## src/rtl/shot_responder_if.sv

```systemverilog
// Link-side handshake bundle for the shot responder: incoming shot,
// ship-map read port and outgoing result message.
interface shot_responder_if;
    logic       shot_valid;
    logic [7:0] shot_addr;
    logic       shot_ready;
    logic       ship_rd;
    logic [7:0] ship_addr;
    logic       ship_data;
    logic [1:0] msg_out;
    logic       msg_valid;
    logic       msg_ready;

    modport slave (
        input  shot_valid, shot_addr, ship_data, msg_ready,
        output shot_ready, ship_rd, ship_addr, msg_out, msg_valid
    );

    modport master (
        output shot_valid, shot_addr, ship_data, msg_ready,
        input  shot_ready, ship_rd, ship_addr, msg_out, msg_valid
    );
endinterface

```

## src/rtl/shot_responder.sv

```systemverilog
// Defending-side shot responder: classifies an incoming shot against the
// local ship map, tracks hits and remaining ship cells, and returns a
// 2-bit result code over a valid/ready handshake.
module shot_responder #(
    parameter int BOARD_DIM  = 10,
    parameter int SHIP_CELLS = 11
) (
    input  logic             clk,
    input  logic             rst,
    input  logic             armed,
    input  logic             new_game,
    shot_responder_if.slave  bus,
    output logic [6:0]       cells_left,
    output logic             game_over
);
    localparam int         CELLS = BOARD_DIM * BOARD_DIM;
    localparam int         IW    = $clog2(CELLS);
    localparam logic [4:0] DIM5  = 5'(BOARD_DIM);

    localparam logic [1:0] MSG_NONE = 2'b00;
    localparam logic [1:0] MSG_MISS = 2'b01;
    localparam logic [1:0] MSG_HIT  = 2'b10;
    localparam logic [1:0] MSG_SUNK = 2'b11;

    typedef enum logic [2:0] {IDLE, READ, EVAL, SEND, DONE} state_t;

    state_t           state_q, state_d;
    logic [7:0]       addr_q;
    logic [CELLS-1:0] bitmap;
    logic [IW-1:0]    idx;
    logic             accept;
    logic             shot_oor;

    // Out-of-range shots skip the map read and are answered as a miss.
    assign shot_oor = ({1'b0, bus.shot_addr[7:4]} >= DIM5) ||
                      ({1'b0, bus.shot_addr[3:0]} >= DIM5);

    // Linear cell index; the maximum (CELLS-1) fits in IW bits, so the
    // narrower arithmetic gives the same result as an 8-bit computation.
    assign idx = IW'(addr_q[7:4]) * IW'(BOARD_DIM) + IW'(addr_q[3:0]);

    assign bus.shot_ready = (state_q == IDLE) && armed && !game_over;
    assign accept         = bus.shot_valid && bus.shot_ready;
    assign bus.ship_addr  = addr_q;

    // State register.
    always_ff @(posedge clk) begin
        if (!rst) state_q <= IDLE;
        else      state_q <= state_d;
    end

    // Next-state logic; new_game overrides every transition.
    always_comb begin
        state_d = state_q;
        case (state_q)
            IDLE:    if (accept) state_d = shot_oor ? SEND : READ;
            READ:    state_d = EVAL;
            EVAL:    state_d = SEND;
            SEND:    if (bus.msg_ready) state_d = game_over ? DONE : IDLE;
            DONE:    state_d = DONE;
            default: state_d = IDLE;
        endcase
        if (new_game) state_d = IDLE;
    end

    // Strobes follow the state being entered so they are registered
    // and line up exactly with READ and SEND.
    always_ff @(posedge clk) begin
        if (!rst) begin
            bus.ship_rd   <= 1'b0;
            bus.msg_valid <= 1'b0;
        end else begin
            bus.ship_rd   <= (state_d == READ);
            bus.msg_valid <= (state_d == SEND);
        end
    end

    // Game datapath: shot latch, hit bitmap, cell counter and result code.
    always_ff @(posedge clk) begin
        if (!rst) begin
            addr_q     <= 8'h00;
            bitmap     <= '0;
            cells_left <= 7'(SHIP_CELLS);
            game_over  <= 1'b0;
            bus.msg_out <= MSG_NONE;
        end else if (new_game) begin
            bitmap      <= '0;
            cells_left  <= 7'(SHIP_CELLS);
            game_over   <= 1'b0;
            bus.msg_out <= MSG_NONE;
        end else begin
            case (state_q)
                IDLE: begin
                    if (accept) begin
                        addr_q <= bus.shot_addr;
                        if (shot_oor) bus.msg_out <= MSG_MISS;
                    end
                end
                EVAL: begin
                    if (!bus.ship_data) begin
                        bus.msg_out <= MSG_MISS;
                    end else if (bitmap[idx]) begin
                        bus.msg_out <= MSG_HIT;
                    end else begin
                        bitmap[idx] <= 1'b1;
                        // Counter saturates at zero; reaching zero sinks the fleet.
                        if (cells_left <= 7'd1) begin
                            cells_left  <= 7'd0;
                            game_over   <= 1'b1;
                            bus.msg_out <= MSG_SUNK;
                        end else begin
                            cells_left  <= cells_left - 7'd1;
                            bus.msg_out <= MSG_HIT;
                        end
                    end
                end
                SEND: if (bus.msg_ready) bus.msg_out <= MSG_NONE;
                default: ;
            endcase
        end
    end
endmodule

```

## src/flat_wrapper.sv

```systemverilog
// flat-port wrapper written by rule: the top's interface ports become plain ports
module shot_responder_flat 
#(
    parameter int BOARD_DIM  = 10,
    parameter int SHIP_CELLS = 11
)
  (clk, rst, armed, new_game, cells_left, game_over, bus_shot_valid, bus_shot_addr, bus_ship_data, bus_msg_ready, bus_shot_ready, bus_ship_rd, bus_ship_addr, bus_msg_out, bus_msg_valid);
  shot_responder_if bus_i ();
  input  logic clk;
  input  logic rst;
  input  logic armed;
  input  logic new_game;
  output logic [6:0] cells_left;
  output logic game_over;
  input wire logic [$bits(bus_i.shot_valid)-1:0] bus_shot_valid;
  input wire logic [$bits(bus_i.shot_addr)-1:0] bus_shot_addr;
  input wire logic [$bits(bus_i.ship_data)-1:0] bus_ship_data;
  input wire logic [$bits(bus_i.msg_ready)-1:0] bus_msg_ready;
  output wire logic [$bits(bus_i.shot_ready)-1:0] bus_shot_ready;
  output wire logic [$bits(bus_i.ship_rd)-1:0] bus_ship_rd;
  output wire logic [$bits(bus_i.ship_addr)-1:0] bus_ship_addr;
  output wire logic [$bits(bus_i.msg_out)-1:0] bus_msg_out;
  output wire logic [$bits(bus_i.msg_valid)-1:0] bus_msg_valid;
  assign bus_i.shot_valid = bus_shot_valid;
  assign bus_i.shot_addr = bus_shot_addr;
  assign bus_i.ship_data = bus_ship_data;
  assign bus_i.msg_ready = bus_msg_ready;
  assign bus_shot_ready = bus_i.shot_ready;
  assign bus_ship_rd = bus_i.ship_rd;
  assign bus_ship_addr = bus_i.ship_addr;
  assign bus_msg_out = bus_i.msg_out;
  assign bus_msg_valid = bus_i.msg_valid;
  shot_responder #(.BOARD_DIM(BOARD_DIM), .SHIP_CELLS(SHIP_CELLS)) u_core (.clk(clk), .rst(rst), .armed(armed), .new_game(new_game), .bus(bus_i), .cells_left(cells_left), .game_over(game_over));
endmodule
```

## config.mk

```make
export PLATFORM = sky130hd
export DESIGN_NAME = shot_responder_flat
export DESIGN_NICKNAME = d
export VERILOG_FILES = /design/src/rtl/shot_responder_if.sv /design/src/rtl/shot_responder.sv /design/src/flat_wrapper.sv
export SDC_FILE = /design/constraint.sdc
export NUM_CORES = 1
export LEC_CHECK = 0
export CAP_MARGIN = 15
export CORE_MARGIN = 10
export CORE_UTILIZATION = 60
export DETAILED_ROUTE_END_ITERATION = 7
export DONT_BUFFER_PORTS = 1
export PLACE_DENSITY = 0.76
export SLEW_MARGIN = 25
export SYNTH_ARGS = -nofsm -noshare
export SYNTH_HDL_FRONTEND = slang
export SYNTH_SLANG_ARGS = --single-unit
```

## constraint.sdc

```tcl
create_clock -name clk -period 6.9 [get_ports clk]
set_input_delay 2.07 -clock clk [delete_from_list [all_inputs] [get_ports clk]]
set_output_delay 2.07 -clock clk [all_outputs]
set_load 0.01 [all_outputs]
```

==> metrics.csv <==
metric,value,unit
total gr overflow,0,
core area,0.00915,mm2
initial antenna violation count,0,
status,completed,
H-tree Lvls,4,
Die Ht,116,um
worst setup margin,2.32,ns
number of synthesized register bits,123,
Least-Margin Pin Slew,0.982,ns
pin count of the biggest net entering global routing,96,
"Hold Violations, Final",0,
post-synth top area share,44.2,%
Synth Net Count,521,
Slew HR,34.5,%
RSZ-0062 raised after global routing,false,
Post-CTS Hold Buffers,0,
"Avg Cell Area, Syn",11.3,um2
maximum clock path buffer count,2,
critical path type,reg2reg,
total CTS buffers,17,
"FFs w/ async S/R, synth",0,%
Die ar.,0.0135,mm2
First-pass DRT Iterations,6,
area grow syn2layout,10.7,%
Max Clk Rate,218,MHz
antenna violation net count after detailed routing,0,
Clock Latency Late Sink,0.52,ns
area of the mapped netlist,0.00558,mm2
multi-input logic area,0.00284,mm2
HP Class,reg2reg,
"area leader, netlist",dfxtp_1,
vias in the first global route,4265,
critical path arrival,5.03,ns
Detailed Route WL,13400,um
DRC,0,
Total GRT Usage,20.7,%
Synth area leaders,"dfxtp_1 (44%), a32o_1 (18%), mux4_2 (9.3%), mux2i_1 (3.1%), ha_1 (2.0%)",
"Primary FF master, synth",dfxtp_1,
via density per instance,7.24,
die extent in x,116,um
post-synthesis sequential area ratio,44.2,%
final setup fails,0,
Post-Synthesis Cells,495,
cell with the most instances after synthesis,dfxtp_1,
Iter 0 DRT Violations,580,
share of cells above drive strength 1,14.9,%
Final Max Tran Viols,0,
post-CTS setup buffers,0,
worst r2r path cells,11,
Clock transition at path regs,0.06,ns
type of origin of the critical path,flop,
WL/cell,22.3,um
Cell variety after synth,52,
Tmin final,4.58,ns
PD cells,281,mW/mm2
fin nets,504,
maxcap violations,0,
"Data required, critical path",7.35,ns
worst-path fanout max,50,
# fillers,698,
n_diodes,0,
routed via count,4350,
Synth top cells by count,"dfxtp_1 (123), a32o_1 (101), nor2_1 (27)",
FF/Latch Area,0.00246,mm2
Setup crit end kind,flop,
port bufs,0,
TNS Setup,0,ns
first-pass GRT wire length,22200,um
hold depth,1,
Post-synth EDFFs,0,
# IOs,36,
fin crit share,66.4,%
YS warnings,0,
Initial Util,60.9,%
worst vdd ir,0.246,mV
clock skew,0.0106,ns
routability cong.,0.825,
Place WS,2.49,ns
Rows,35,
CTS resizes,0,
# clock sinks,123,
static leakage,2.12,nW
hpwl dp,8070,um
CTS tree,built,
Clock Tree Root,clkbuf_8,
## power breakdown
part           switching [mW]  leakage (nW)  internal (mW)
Clock                   0.329         0.298          0.597
Sequential            0.00491         0.992          0.713
Combinational          0.0655         0.832         0.0272
Total                   0.400          2.12           1.34
## metrics by stage
stage	util, %	std cells	power (mW)	hold WS [ns]	area [um2]
after detailed placement	60.7	570	0.824	0.450	5550
after CTS	67.5	601	1.74	0.463	6170
after global placement	60.7	570	0.823	0.441	5550
after global routing	67.5	601	1.78	0.475	6170
final	67.5	601	1.74	0.462	6170
after floorplan	-	495	0.803	0.436	5580
## cells by family after synthesis
family	synth area share [%]
AO/OA/AOI/OAI	24.5
buffers and inverters	5.27
flip-flops	44.2
AND/OR/NAND/NOR	9.29
adder cells (fa/ha/maj)	2.74
XOR/XNOR	1.10
multiplexers	12.9
## final timing paths
path | from | end | slack, ns
worst max register to register | u_core.bus.ship_addr[4] | u_core.bitmap[24] | 2.32
worst min register to register | u_core.bitmap[12] | u_core.bitmap[12] | 0.46
worst min-delay path | u_core.bitmap[12] | u_core.bitmap[12] | 0.46
worst max-delay path | u_core.bus.ship_addr[4] | u_core.bitmap[24] | 2.32
## layout make-up
class,instances,area share [%]
tap,111,2.25
timing repair buffer,10,1.22
inverter,10,0.608
multi-input combinational,316,46.0
clock inverter,13,3.12
clock buffer,18,6.93
sequential,123,39.9
## worst max-delay path, cell delays in order (launching register included)
cell       delay [ns]
dfxtp_1          0.38
ha_1             0.24
fa_1             0.48
buf_4            0.39
nor2_1           0.12
a221oi_1         0.38
a21oi_1          0.08
a2111oi_1        0.68
o31ai_2          0.25
a21oi_4          0.65
buf_4            0.56
a32o_1           0.25
## cells in the final DEF, fill, tap and decap left out, types with 11 or more instances in the layout
cell type  count
a32o_1       101
clkbuf_16     16
dfxtp_1      122
mux2i_1       17
mux4_2        23
nand2_1       18
nand3_1       13
nor2_1        27
o21ai_0       11
## registers in the layout (all words and copies together), names as in the netlist
name                  count
u_core.bitmap           100
u_core.bus.msg_out        2
u_core.bus.msg_valid      1
u_core.bus.ship_addr      8
u_core.bus.ship_rd        1
u_core.cells_left         7
u_core.game_over          1
u_core.state_q            3
## layer usage
metal  routed length (um)  vias up  track usage (%)
met3                 1260       25             6.11
met4                  189        0             7.42
met5                    0        -                0
met1                 5530     2176             25.5
li1                     -     1950                -
met2                 6430      199             33.8
(Power assumes the default switching activity.)
